$ cat src/rtl/rv32_bus_fabric.sv
// Address-decode and handshake fabric: picorv32 native port to N memory-mapped slaves.
// Latency: mapped access >= 2 cycles valid-to-ready, unmapped 1 cycle, timeout TIMEOUT+1 cycles.
// Backpressure: the CPU is held until the slave answers, the timeout expires or decode fails.
module rv32_bus_fabric #(
    parameter int                      N_SLAVES   = 2,
    parameter logic [N_SLAVES*32-1:0]  SLAVE_BASE = {32'h0000_1000, 32'h0000_0000},
    parameter logic [N_SLAVES*32-1:0]  SLAVE_MASK = {32'hFFFF_F000, 32'hFFFF_F000},
    parameter int                      TIMEOUT    = 64,
    parameter logic [31:0]             ERR_DATA   = 32'hDEAD_BEEF
) (
    input  logic                     clk,
    input  logic                     reset,
    input  logic                     cpu_valid,
    output logic                     cpu_ready,
    input  logic [31:0]              cpu_addr,
    output logic [31:0]              cpu_rdata,
    output logic [N_SLAVES-1:0]      s_valid,
    input  logic [N_SLAVES-1:0]      s_ready,
    input  logic [N_SLAVES*32-1:0]   s_rdata,
    input  logic                     err_clear,
    output logic                     bus_err,
    output logic [31:0]              err_addr,
    output logic [7:0]               err_count
);

    // Index and counter widths never collapse to zero bits for the degenerate
    // N_SLAVES=1 / TIMEOUT=0 configurations.
    localparam int SEL_W = (N_SLAVES > 1) ? $clog2(N_SLAVES) : 1;
    localparam int CNT_W = (TIMEOUT > 0) ? $clog2(TIMEOUT + 1) : 1;

    typedef enum logic [1:0] {
        ST_IDLE   = 2'd0,
        ST_ACTIVE = 2'd1,
        ST_RESP   = 2'd2
    } state_t;

    state_t                state_q, state_d;
    logic [SEL_W-1:0]      sel_q, sel_d;
    logic [CNT_W-1:0]      cnt_q, cnt_d;
    logic                  cpu_ready_q, cpu_ready_d;
    logic [31:0]           cpu_rdata_q, cpu_rdata_d;
    logic [N_SLAVES-1:0]   s_valid_q, s_valid_d;
    logic                  bus_err_q, bus_err_d;
    logic [31:0]           err_addr_q, err_addr_d;
    logic [7:0]            err_count_q, err_count_d;

    logic                  hit;
    logic [SEL_W-1:0]      hit_idx;
    logic                  sel_ready;
    logic [31:0]           sel_rdata;
    logic                  log_err;

    // Window decode: the lowest-index matching slave wins.
    always_comb begin
        hit     = 1'b0;
        hit_idx = '0;
        for (int i = 0; i < N_SLAVES; i++) begin
            if (!hit && ((cpu_addr & SLAVE_MASK[i*32 +: 32]) == SLAVE_BASE[i*32 +: 32])) begin
                hit     = 1'b1;
                hit_idx = SEL_W'(i);
            end
        end
    end

    // Pick out the selected slave's ready and data; other slaves are ignored.
    always_comb begin
        sel_ready = 1'b0;
        sel_rdata = '0;
        for (int i = 0; i < N_SLAVES; i++) begin
            if (sel_q == SEL_W'(i)) begin
                sel_ready = s_ready[i];
                sel_rdata = s_rdata[i*32 +: 32];
            end
        end
    end

    // Transaction FSM: next state plus next values of all registered outputs.
    always_comb begin
        state_d     = state_q;
        sel_d       = sel_q;
        cnt_d       = cnt_q;
        cpu_ready_d = 1'b0;
        cpu_rdata_d = cpu_rdata_q;
        s_valid_d   = '0;
        log_err     = 1'b0;
        unique case (state_q)
            ST_IDLE: begin
                if (cpu_valid) begin
                    if (hit) begin
                        sel_d   = hit_idx;
                        cnt_d   = '0;
                        state_d = ST_ACTIVE;
                        for (int i = 0; i < N_SLAVES; i++) begin
                            s_valid_d[i] = (hit_idx == SEL_W'(i));
                        end
                    end else begin
                        cpu_rdata_d = ERR_DATA;
                        cpu_ready_d = 1'b1;
                        log_err     = 1'b1;
                        state_d     = ST_RESP;
                    end
                end
            end
            ST_ACTIVE: begin
                // Ready on the last allowed cycle takes priority over the timeout.
                if (sel_ready) begin
                    cpu_rdata_d = sel_rdata;
                    cpu_ready_d = 1'b1;
                    state_d     = ST_RESP;
                end else if ((TIMEOUT != 0) && (cnt_q == CNT_W'(TIMEOUT - 1))) begin
                    cpu_rdata_d = ERR_DATA;
                    cpu_ready_d = 1'b1;
                    log_err     = 1'b1;
                    state_d     = ST_RESP;
                end else begin
                    s_valid_d = s_valid_q;
                    if (TIMEOUT != 0) begin
                        cnt_d = cnt_q + CNT_W'(1);
                    end
                end
            end
            ST_RESP: begin
                state_d = ST_IDLE;
            end
            default: begin
                state_d = ST_IDLE;
            end
        endcase
    end

    // Error log: clear first, so a same-cycle error leaves bus_err=1, count=1.
    always_comb begin
        bus_err_d   = bus_err_q;
        err_addr_d  = err_addr_q;
        err_count_d = err_count_q;
        if (err_clear) begin
            bus_err_d   = 1'b0;
            err_count_d = 8'd0;
        end
        if (log_err) begin
            bus_err_d   = 1'b1;
            err_addr_d  = cpu_addr;
            err_count_d = (err_count_d == 8'hFF) ? 8'hFF : err_count_d + 8'd1;
        end
    end

    // State and output registers with synchronous reset; reset aborts any transfer.
    always_ff @(posedge clk) begin
        if (reset) begin
            state_q     <= ST_IDLE;
            sel_q       <= '0;
            cnt_q       <= '0;
            cpu_ready_q <= 1'b0;
            cpu_rdata_q <= '0;
            s_valid_q   <= '0;
            bus_err_q   <= 1'b0;
            err_addr_q  <= '0;
            err_count_q <= '0;
        end else begin
            state_q     <= state_d;
            sel_q       <= sel_d;
            cnt_q       <= cnt_d;
            cpu_ready_q <= cpu_ready_d;
            cpu_rdata_q <= cpu_rdata_d;
            s_valid_q   <= s_valid_d;
            bus_err_q   <= bus_err_d;
            err_addr_q  <= err_addr_d;
            err_count_q <= err_count_d;
        end
    end

    assign cpu_ready = cpu_ready_q;
    assign cpu_rdata = cpu_rdata_q;
    assign s_valid   = s_valid_q;
    assign bus_err   = bus_err_q;
    assign err_addr  = err_addr_q;
    assign err_count = err_count_q;

endmodule

$ cat config.mk
export PLATFORM = sky130hd
export DESIGN_NAME = rv32_bus_fabric
export DESIGN_NICKNAME = d
export VERILOG_FILES = /design/src/rtl/rv32_bus_fabric.sv
export SDC_FILE = /design/constraint.sdc
export NUM_CORES = 1
export LEC_CHECK = 0
export BUFFER_PORTS_ARGS = -buffer_cell sky130_fd_sc_hd__buf_2
export CAP_MARGIN = 20
export CORE_UTILIZATION = 34
export DETAILED_ROUTE_END_ITERATION = 10
export GPL_ROUTABILITY_DRIVEN = 1
export HOLD_SLACK_MARGIN = 0.02
export PLACE_DENSITY = 0.68
export SYNTH_ARGS = -nofsm -noshare
export SYNTH_HDL_FRONTEND = slang
export SYNTH_SLANG_ARGS = --single-unit
export TNS_END_PERCENT = 30
$ cat constraint.sdc
create_clock -name clk -period 2.45 [get_ports clk]
set_clock_uncertainty 0.1 [all_clocks]
set_input_delay 0 -clock clk [delete_from_list [all_inputs] [get_ports clk]]
set_output_delay 0 -clock clk [all_outputs]
set_load 0.1 [all_outputs]
==> results of run 1 <==
[per-stage QoR]
step | setup WS [ns] | instance area, sq um | hold slack (ns) | power (mW) | utilization (%)
floorplan | 0.2395 | 3882 | 0.04720 | 2.295 | -
global placement | 0.3188 | 4853 | 0.1668 | 2.487 | 44.19
detailed placement | 0.2209 | 4853 | 0.1740 | 2.501 | 44.19
CTS | 0.08835 | 6127 | 0.02004 | 4.027 | 55.79
global route | 0.05607 | 6132 | 0.07887 | 4.159 | 55.83
finish | 0.2177 | 6132 | 0.04401 | 3.996 | 55.83
[cell usage in the layout (no fill, tap or decap), types with 2 or more instances in the layout]
cell           instances
nand3_1               38
mux2i_1               33
and4b_1                2
and2_1                 3
o211ai_1               2
buf_4                 10
ha_1                   2
a221oi_2               2
nor4_1                 3
o2bb2ai_1              8
a21oi_2                2
clkbuf_16              9
o22ai_1                2
nor2_1                13
nor4_2                 2
inv_1                 27
dfxtp_2                3
and3_1                 2
nand2_2                2
buf_2                177
a221oi_1              24
nand2_1               16
nand2b_1               4
clkbuf_1               2
dlygate4sd3_1         97
nor2b_1                3
clkbuf_8               2
a31oi_1                4
o21ai_0               40
nor3b_1                2
dfxtp_1               83
a21oi_1               39
a211oi_1               2
nor3_1                 5
[sequential cells by signal, summed over array words and instances (netlist names)]
| signal | count |
|---|---|
| bus_err | 1 |
| cnt_q | 7 |
| cpu_rdata | 32 |
| cpu_ready | 1 |
| err_addr | 32 |
| err_count | 8 |
| s_valid | 2 |
| sel_q | 1 |
| state_q | 2 |
[timing repair]
item	CTS	global route
hold endpoints to repair	75	0
gates resized for setup	0	1
endpoints found under the setup margin	0	24
hold buffers	97	0
[worst max-delay path by stage]
stage	from	endpoint	slack [ns]	depth (start not counted)
floorplan	err_count[3]$_SDFF_PP0_	err_count[2]$_SDFF_PP0_	0.24	4
global placement	cnt_q[0]$_SDFFE_PP0P_	cpu_rdata[11]$_SDFFE_PP0P_	0.32	6
detailed placement	cnt_q[0]$_SDFFE_PP0P_	cpu_rdata[11]$_SDFFE_PP0P_	0.22	6
CTS	cpu_addr[30]	cpu_rdata[21]$_SDFFE_PP0P_	0.09	7
global route	cpu_addr[15]	cpu_rdata[20]$_SDFFE_PP0P_	0.06	8
finish	cpu_addr[15]	cpu_rdata[17]$_SDFFE_PP0P_	0.22	8
[critical path: stages]
cell and delay (ns):
dlygate4sd3_1 0.54, buf_2 0.13, nor4_1 0.36, and2_1 0.23
a21oi_2 0.11, buf_4 0.26, nor3_2 0.58, o2bb2ai_1 0.18
[cell type report]
class	instances	area [sq um]	share of cell area [%]
inverters	27	101.3	1.653
flip-flops and latches	86	1725	28.14
multi-input cells	279	1896	30.91
clock inverters	3	42.54	0.6937
well taps	140	175.2	2.857
repair buffers	284	1932	31.50
clock buffers	13	260.3	4.244
[cell families after synthesis]
family          after synthesis  synth area share (%)
compound gates              137                 24.15
fa+ha+maj                     2                0.6449
buf+inv                      59                 6.901
flops                        86                 44.37
mux                          34                 9.094
simple gates                106                 14.83
[report_power, final]
part / total, mW / switching (mW) / internal (mW)
combinational: 1.09 / 0.799 / 0.291
sequential: 1.52 / 0.0395 / 1.48
clock: 1.39 / 0.542 / 0.845
total: 4.00 / 1.38 / 2.61
[per-layer routing]
metal	share of wire, %	wire length, um
met1	43	5654
met4	1.8	240
met2	48	6344
met5	0	0
met3	6.9	905
==> metrics.cfg, run 1 <==
[run_status]
outcome=completed

[setup_path]
critical_path_class=in2reg
worstPathArrival_ns=2.40
end_kind=flip-flop
cp_data_required_time_ns=2.61
cp-start-kind=input pin
r2r_start=sel_q$_SDFFE_PP0P_
r2r-end=cpu_rdata[17]$_SDFFE_PP0P_
reg2regPathDepth=4
reg2reg_slack_ns=0.36
path_max_fanout=41

[placement]
place.gp.congestion=0.8382
portBuffers=177
dp_hpwl_mm=7.870
dp_cells=719

[sta]
tightestPinTransition_ns=0.6466
slew_violations=0
max_slew_margin_pct=56.66
hold_viol=0
rsz0062_at_grt=no
fin_setup_tns_ns=0
period_minus_slack_ns=2.232
setup_viol=0
clock.fmax_mhz=448.0
period_share_pct=91.11

[yosys]
post-synth-top-area-cell=dfxtp_1
syn_nets=528
ys_top_cells_by_count=dfxtp_1 (86), o21ai_0 (40), a21oi_1 (39), nand3_1 (38), mux2i_1 (33)
seq_area_frac_synth_pct=44.37
syn-cell-area_sq_um=3880
synthDistinctLibCells=54
yosysTopAreaCellShare_pct=44.37
synth_most_common_cell=dfxtp_1
syn-instance-count=424
synth-seq-cells=86
yosys_warnings=0
syn_avg_cell_area_sq_um=9.151
async_reset_ff_share_pct=0
synth_edf_count=0
synthFlopType=dfxtp_1
synthTopCellsByArea=dfxtp_1 (44%), mux2i_1 (8.5%), a221oi_1 (5.4%), o21ai_0 (5.2%), a21oi_1 (5.0%)

[drt]
wl_per_cell_um=15.80
drcViolationCount=0
vias=4295
drt_first_iter_violations=370
wl_mm=13.15
via_per_inst=5.162
ant_nets=0
drtPass1Iterations=4

[hold_path]
hold_path_depth=5
min_path_type=in2reg
min_from=cpu_valid
worstHoldEndpoint=s_valid[0]$_SDFFE_PP0P_

[grt]
grt_busiest_layer=met2
grt_max_degree=42
grt_usage_pct=21.82
antenna_found_initial=0
gr-total-overflow=0
grtUsageMet2_pct=38.52
grtUsageMet1_pct=24.29
grt_pass1_wl_mm=19.90
grt_pass1_vias=4138
use_met3_pct=6.695

[finish]
n_antenna_cell=0
nNetsFinal=791
drive_above_1_share_pct=32.37
synthToLayoutAreaGrowth_pct=58.05
stdcell_count=832
fillCellCount=897

[clock_tree]
cts_max_level=3
cts_made_buffers=9
clock_latency_ns=0.34
tritoncts=yes
root_buffer=clkbuf_16
cts_setup_buffers=0
cts_buffer_depth=2
clkTransAtPathRegs_ns=0.06
clock-sinks=86

[floorplan]
die_w_um=108.8
initial_core_util_pct=35.33
die_h_um=108.8
core_sq_um=10980
io-pin-count=178
die-area_sq_um=11840
fp-row-count=38

[power_and_ir_drop]
max-vdd-ir-drop_v=0.0004890
p_leak_nw=2.581
powerDensity_nw_per_um2=651.6

[job]
cap_violations=0

Power figures use the tool's default switching activity.
==> run 2: changes to the inputs <==
Settings changed: BUFFER_PORTS_ARGS -buffer_cell sky130_fd_sc_hd__buf_2 to -buffer_cell sky130_fd_sc_hd__buf_4, CELL_PAD_IN_SITES_DETAIL_PLACEMENT from default to 0, CELL_PAD_IN_SITES_GLOBAL_PLACEMENT from default to 1, PLACE_DENSITY 0.68 to 0.88, SLEW_MARGIN from default to 10.
==> metrics.cfg, run 2 (same netlist as run 1, synthesis figures left out) <==
[finish]
final_cell_mix=buf_4 (183), dlygate4sd3_1 (98), dfxtp_1 (83)  ; was buf_2 (177), dlygate4sd3_1 (97), dfxtp_1 (83)
synthToLayoutAreaGrowth_pct=68.98  ; was 58.05%
drive_above_1_share_pct=32.08  ; was 32.37%
nNetsFinal=789  ; was 791
final_common_cell=buf_4  ; was buf_2
n_antenna_cell=0  ; unchanged
stdcell_count=829  ; was 832

[drt]
drt_first_iter_violations=293  ; was 370
drtPass1Iterations=4  ; unchanged
via_per_inst=5.122  ; was 5.162
wl_mm=13.53  ; was 13.15 mm
ant_nets=0  ; unchanged
wl_per_cell_um=16.32  ; was 15.80 um
vias=4246  ; was 4295
drcViolationCount=0  ; unchanged

[placement]
pre_cts_ws_ns=0.2622  ; was 0.2209 ns
dp_hpwl_mm=8.173  ; was 7.870 mm
portBuffers=177  ; unchanged
place.gp.congestion=0.7776  ; was 0.8382
dp_cells=716  ; was 719

[hold_path]
worstHoldEndpoint=cpu_rdata[25]$_SDFFE_PP0P_  ; was s_valid[0]$_SDFFE_PP0P_
hold_path_depth=3  ; was 5
min_path_type=in2reg  ; unchanged
min_from=s_rdata[57]  ; was cpu_valid

[setup_path]
worstPathArrival_ns=2.38  ; was 2.40 ns
r2r-end=cpu_rdata[24]$_SDFFE_PP0P_  ; was cpu_rdata[17]$_SDFFE_PP0P_
path_max_fanout=3  ; was 41
reg2reg_slack_ns=0.29  ; was 0.36 ns
critical_path_class=in2reg  ; unchanged
cp-start-kind=input pin  ; unchanged
cp_data_required_time_ns=2.62  ; was 2.61 ns
r2r_start=state_q[1]$_SDFFE_PP0P_  ; was sel_q$_SDFFE_PP0P_
reg2regPathDepth=4  ; unchanged
end_kind=flip-flop  ; unchanged

[sta]
setup_viol=0  ; unchanged
period_minus_slack_ns=2.206  ; was 2.232 ns
period_share_pct=90.04  ; was 91.11%
max_slew_margin_pct=32.24  ; was 56.66%
tightestPinTransition_ns=1.015  ; was 0.6466 ns
slew_violations=0  ; unchanged
rsz0062_at_grt=no  ; unchanged
clock.fmax_mhz=453.3  ; was 448.0 MHz
hold_viol=0  ; unchanged
fin_ws_ns=0.2440  ; was 0.2177 ns
fin_setup_tns_ns=0  ; unchanged

[grt]
antenna_found_initial=0  ; unchanged
grt_pass1_wl_mm=20.33  ; was 19.90 mm
grt_pass1_vias=4208  ; was 4138
grt_max_degree=41  ; was 42
gr-total-overflow=0  ; unchanged
grt_usage_pct=22.24  ; was 21.82%

[power_and_ir_drop]
finalPower_mw=4.024  ; was 3.996 mW
intPower_mw=2.643  ; was 2.615 mW
comb_power_share_pct=29.5  ; was 27.3%
p_leak_nw=2.670  ; was 2.581 nW
clkPwrFrac_pct=32.6  ; was 34.7%
p_switching_mw=1.381  ; about the same
swShare_pct=34.32  ; was 34.56%
pwr-share-seq_pct=37.9  ; was 38.0%
powerDensity_nw_per_um2=613.7  ; was 651.6 nW/um^2
max-vdd-ir-drop_v=0.0003640  ; was 0.0004890 V

[clock_tree]
tritoncts=yes  ; unchanged
clock_latency_ns=0.33  ; was 0.34 ns
cts_buffer_depth=2  ; unchanged
cts_setup_buffers=0  ; unchanged
cts_max_level=3  ; unchanged
cts_made_buffers=9  ; unchanged
root_buffer=clkbuf_16  ; unchanged
clock-sinks=86  ; unchanged
clkTransAtPathRegs_ns=0.06  ; about the same

[run_status]
outcome=completed  ; unchanged

[floorplan]
die_w_um=108.8  ; unchanged
die_h_um=108.8  ; unchanged
die-area_sq_um=11840  ; unchanged
io-pin-count=178  ; unchanged
fp-row-count=38  ; unchanged
initial_core_util_pct=35.33  ; unchanged
core_sq_um=10980  ; unchanged

[job]
cap_violations=0  ; unchanged

## run 2: cell count changes in the layout (fill, tap and decap cells not counted), sizes merged
cell	before	now
buf	187	184
clkbuf	13	11
clkinv	1	3
clkinvlp	1	0
dlygate4sd3	97	98
## run 2: worst max-delay path by stage
stage,from,end,slack [ns],cells after the start
global placement,cnt_q[0]$_SDFFE_PP0P_,cpu_rdata[10]$_SDFFE_PP0P_,0.34,6
finish,cpu_addr[26],s_valid[1]$_SDFFE_PP0P_,0.24,8
floorplan,err_count[3]$_SDFF_PP0_,err_count[2]$_SDFF_PP0_,0.24,4
CTS,cpu_addr[26],cpu_rdata[5]$_SDFFE_PP0P_,0.11,7
global route,state_q[1]$_SDFFE_PP0P_,cpu_rdata[8]$_SDFFE_PP0P_,0.07,4
detailed placement,cnt_q[0]$_SDFFE_PP0P_,cpu_rdata[26]$_SDFFE_PP0P_,0.26,6
## run 2: repair_timing
item	CTS	global route
hold endpoints to repair	76	0
hold buffers	98	0
resized for setup	0	1
setup endpoints to repair	0	24
## run 2: area by class of cell
class	count	area [sq um]
clock buffer	11	232.7
clock inverter	4	48.80
fill	891	4427
inverter	27	101.3
multi-input combinational	279	1898
sequential	86	1725
tap	140	175.2
timing repair buffer	282	2375
## run 2: metal layers
metal | GRT usage [%] | routed length, um
met4 | 7.046 | 131
met2 | 39.42 | 6751
met5 | 0 | 0
met3 | 5.738 | 1057
met1 | 26.05 | 5588
## run 2: per-stage QoR
stage	utilization, %	cell area [sq um]	hold slack [ns]
after global routing	59.69	6556	0.04851
after global placement	48.15	5289	0.1765
after floorplan	-	3882	0.04720
final	59.69	6556	0.04624
after detailed placement	48.15	5289	0.1865
after CTS	59.65	6551	0.02604
## run 2: power by group through the flow
| stage | sequential, mW | clock (mW) | combinational, mW |
|---|---|---|---|
| CTS | 1.52 | 1.34 | 1.17 |
| global route | 1.53 | 1.41 | 1.24 |
| detailed placement | 1.55 | 0 | 1.05 |
| global placement | 1.55 | 0 | 1.04 |
| finish | 1.52 | 1.31 | 1.19 |
| floorplan | 2.10 | 0 | 0.196 |
## run 2: critical path, stage by stage
cell,delay [ns]
dlygate4sd3_1,0.54
buf_4,0.14
nor4_2,0.34
nand3_1,0.23
nor3_1,0.38
a22oi_1,0.11
nor2_1,0.10
dlygate4sd3_1,0.54
==> run 3: changes to the inputs <==
Settings changed: CTS_CLUSTER_DIAMETER from default to 60, REMOVE_ABC_BUFFERS from default to 1.
==> metrics.cfg, run 3 (same netlist as run 1, synthesis figures left out) <==
[finish]
fillCellCount=863  ; was 891
drive_above_1_share_pct=32.61  ; was 32.08%
final_common_cell=buf_4  ; unchanged
fin_area_sq_um=6598  ; was 6556 sq um
seq_area_sq_um=1723  ; was 1725 sq um
final_cell_mix=buf_4 (190), dlygate4sd3_1 (98), dfxtp_1 (85)  ; was buf_4 (183), dlygate4sd3_1 (98), dfxtp_1 (83)
synthToLayoutAreaGrowth_pct=70.04  ; was 68.98%
multi_input_area_sq_um=1893  ; was 1898 sq um
post-route-util_pct=60.07  ; was 59.69%
nNetsFinal=795  ; was 789
n_antenna_cell=0  ; unchanged

[floorplan]
die-area_sq_um=11840  ; unchanged
fp-row-count=38  ; unchanged
core_sq_um=10980  ; unchanged
die_h_um=108.8  ; unchanged
initial_core_util_pct=35.33  ; unchanged
die_w_um=108.8  ; unchanged
io-pin-count=178  ; unchanged

[placement]
place.gp.congestion=0.8104  ; was 0.7776
dpl_cell_area_sq_um=5319  ; was 5289 sq um
dp_hpwl_mm=8.145  ; was 8.173 mm
portBuffers=177  ; unchanged
pre_cts_ws_ns=0.4117  ; was 0.2622 ns

[grt]
antenna_found_initial=0  ; unchanged
grt_usage_pct=21.70  ; was 22.24%
grt_max_degree=41  ; unchanged
grt_pass1_vias=4115  ; was 4208
grt_pass1_wl_mm=20.12  ; was 20.33 mm
gr-total-overflow=0  ; unchanged

[sta]
whs_ns=0.06276  ; was 0.04624 ns
hold_viol=0  ; unchanged
period_share_pct=88.03  ; was 90.04%
slew_violations=0  ; unchanged
fin_ws_ns=0.2932  ; was 0.2440 ns
rsz0062_at_grt=no  ; unchanged
max_slew_margin_pct=59.22  ; was 32.24%
period_minus_slack_ns=2.157  ; was 2.206 ns
setup_viol=0  ; unchanged
tightestPinTransition_ns=0.6084  ; was 1.015 ns
clock.fmax_mhz=463.7  ; was 453.3 MHz

[setup_path]
critical_path_class=reg2reg  ; was in2reg
worstPathArrival_ns=2.27  ; was 2.38 ns
cp_cell_sequence=buf_4 > mux2i_1 > dlygate4sd3_1 > a221oi_1  ; was dlygate4sd3_1 > buf_4 > nor4_2 > nand3_1 > nor3_1 > a22oi_1 > nor2_1 > dlygate4sd3_1
slowest_delay_ns=0.60  ; was 0.54 ns
cp_data_required_time_ns=2.56  ; was 2.62 ns
cpMaxStageDelayCell=dlygate4sd3_1  ; unchanged
reg2regPathDepth=4  ; unchanged
cp-start-kind=flip-flop  ; was input pin
end_kind=flip-flop  ; unchanged
path_max_fanout=33  ; was 3
critPathLaunch=sel_q$_SDFFE_PP0P_  ; was cpu_addr[26]
r2r_start=sel_q$_SDFFE_PP0P_  ; was state_q[1]$_SDFFE_PP0P_

[drt]
ant_nets=0  ; unchanged
via_per_inst=5.184  ; was 5.122
vias=4334  ; was 4246
drtPass1Iterations=5  ; was 4
wl_mm=13.15  ; was 13.53 mm
drt_first_iter_violations=225  ; was 293
drcViolationCount=0  ; unchanged
wl_per_cell_um=15.73  ; was 16.32 um

[power_and_ir_drop]
p_leak_nw=2.696  ; was 2.670 nW
max-vdd-ir-drop_v=0.0003373  ; was 0.0003640 V
powerDensity_nw_per_um2=617.8  ; was 613.7 nW/um^2
finalPower_mw=4.076  ; was 4.024 mW

[clock_tree]
tritoncts=yes  ; unchanged
cts_max_level=3  ; unchanged
clock_latency_ns=0.33  ; about the same
clock-sinks=86  ; unchanged
root_buffer=clkbuf_16  ; unchanged
cts_buffer_depth=2  ; unchanged
clkTransAtPathRegs_ns=0.07  ; was 0.06 ns
cts_made_buffers=9  ; unchanged
cts_setup_buffers=0  ; unchanged

[hold_path]
hold_path_depth=5  ; was 3
min_from=cpu_valid  ; was s_rdata[57]
min_path_type=in2reg  ; unchanged

[job]
cap_violations=0  ; unchanged

[run_status]
outcome=completed  ; unchanged

[run 3: changes by cell type in the layout (fill, tap and decap cells not counted), sizes merged]
cell / previous run / this run
clkinv: 3 / 2
clkinvlp: 0 / 1
inv: 27 / 29
clkbuf: 11 / 10
buf: 184 / 190
[run 3: critical path: cells and delay by family, from the launching register on]
family | cells | cell delay (ns)
buffers and inverters | 2 | 1.09
DFF | 1 | 0.35
AOI/OAI and AO/OA | 1 | 0.31
muxes | 1 | 0.17
[run 3: where the power goes]
part / internal [mW] / switching [mW]
clock network: 0.798 / 0.571
logic: 0.385 / 0.800
registers: 1.48 / 0.0442
[run 3: what timing repair did]
action                                  CTS  global route
hold endpoints to repair                 76             0
gates resized for setup                   0             0
hold buffers                             98             0
endpoints found under the setup margin    0             0
[run 3: final cells by class]
type	count	share of cell area, %
Timing Repair Buffer	288	36.49
Tap cell	140	2.655
Inverter	27	1.536
Multi-Input combinational cell	279	28.69
Clock inverter	6	1.043
Sequential cell	86	26.11
Clock buffer	10	3.471
[run 3: routing by layer]
metal | track usage [%] | vias to the layer above | wire, um
met1 | 25.73 | 2034 | 5462
met2 | 38.38 | 191 | 6526
met3 | 4.603 | 17 | 958
met5 | 0 | - | 0
li1 | - | 2092 | -
met4 | 7.819 | 0 | 206
[run 3: final timing paths]
path | slack [ns] | endpoint
worst min-delay path | 0.06 | s_valid[0]$_SDFFE_PP0P_
worst max register to register | 0.29 | cpu_rdata[18]$_SDFFE_PP0P_
worst min register to register | 0.34 | cnt_q[6]$_SDFFE_PP0P_
worst max-delay path | 0.29 | cpu_rdata[18]$_SDFFE_PP0P_
[run 3: through the flow]
| stage | cells | setup TNS [ns] |
|---|---|---|
| 3_5_place_dp | 722 | 0 |
| 4_1_cts | 836 | 0 |
| 2_1_floorplan | 392 | -43.96 |
| 3_3_place_gp | 722 | 0 |
| 6_report | 836 | 0 |
| 5_1_grt | 836 | 0 |
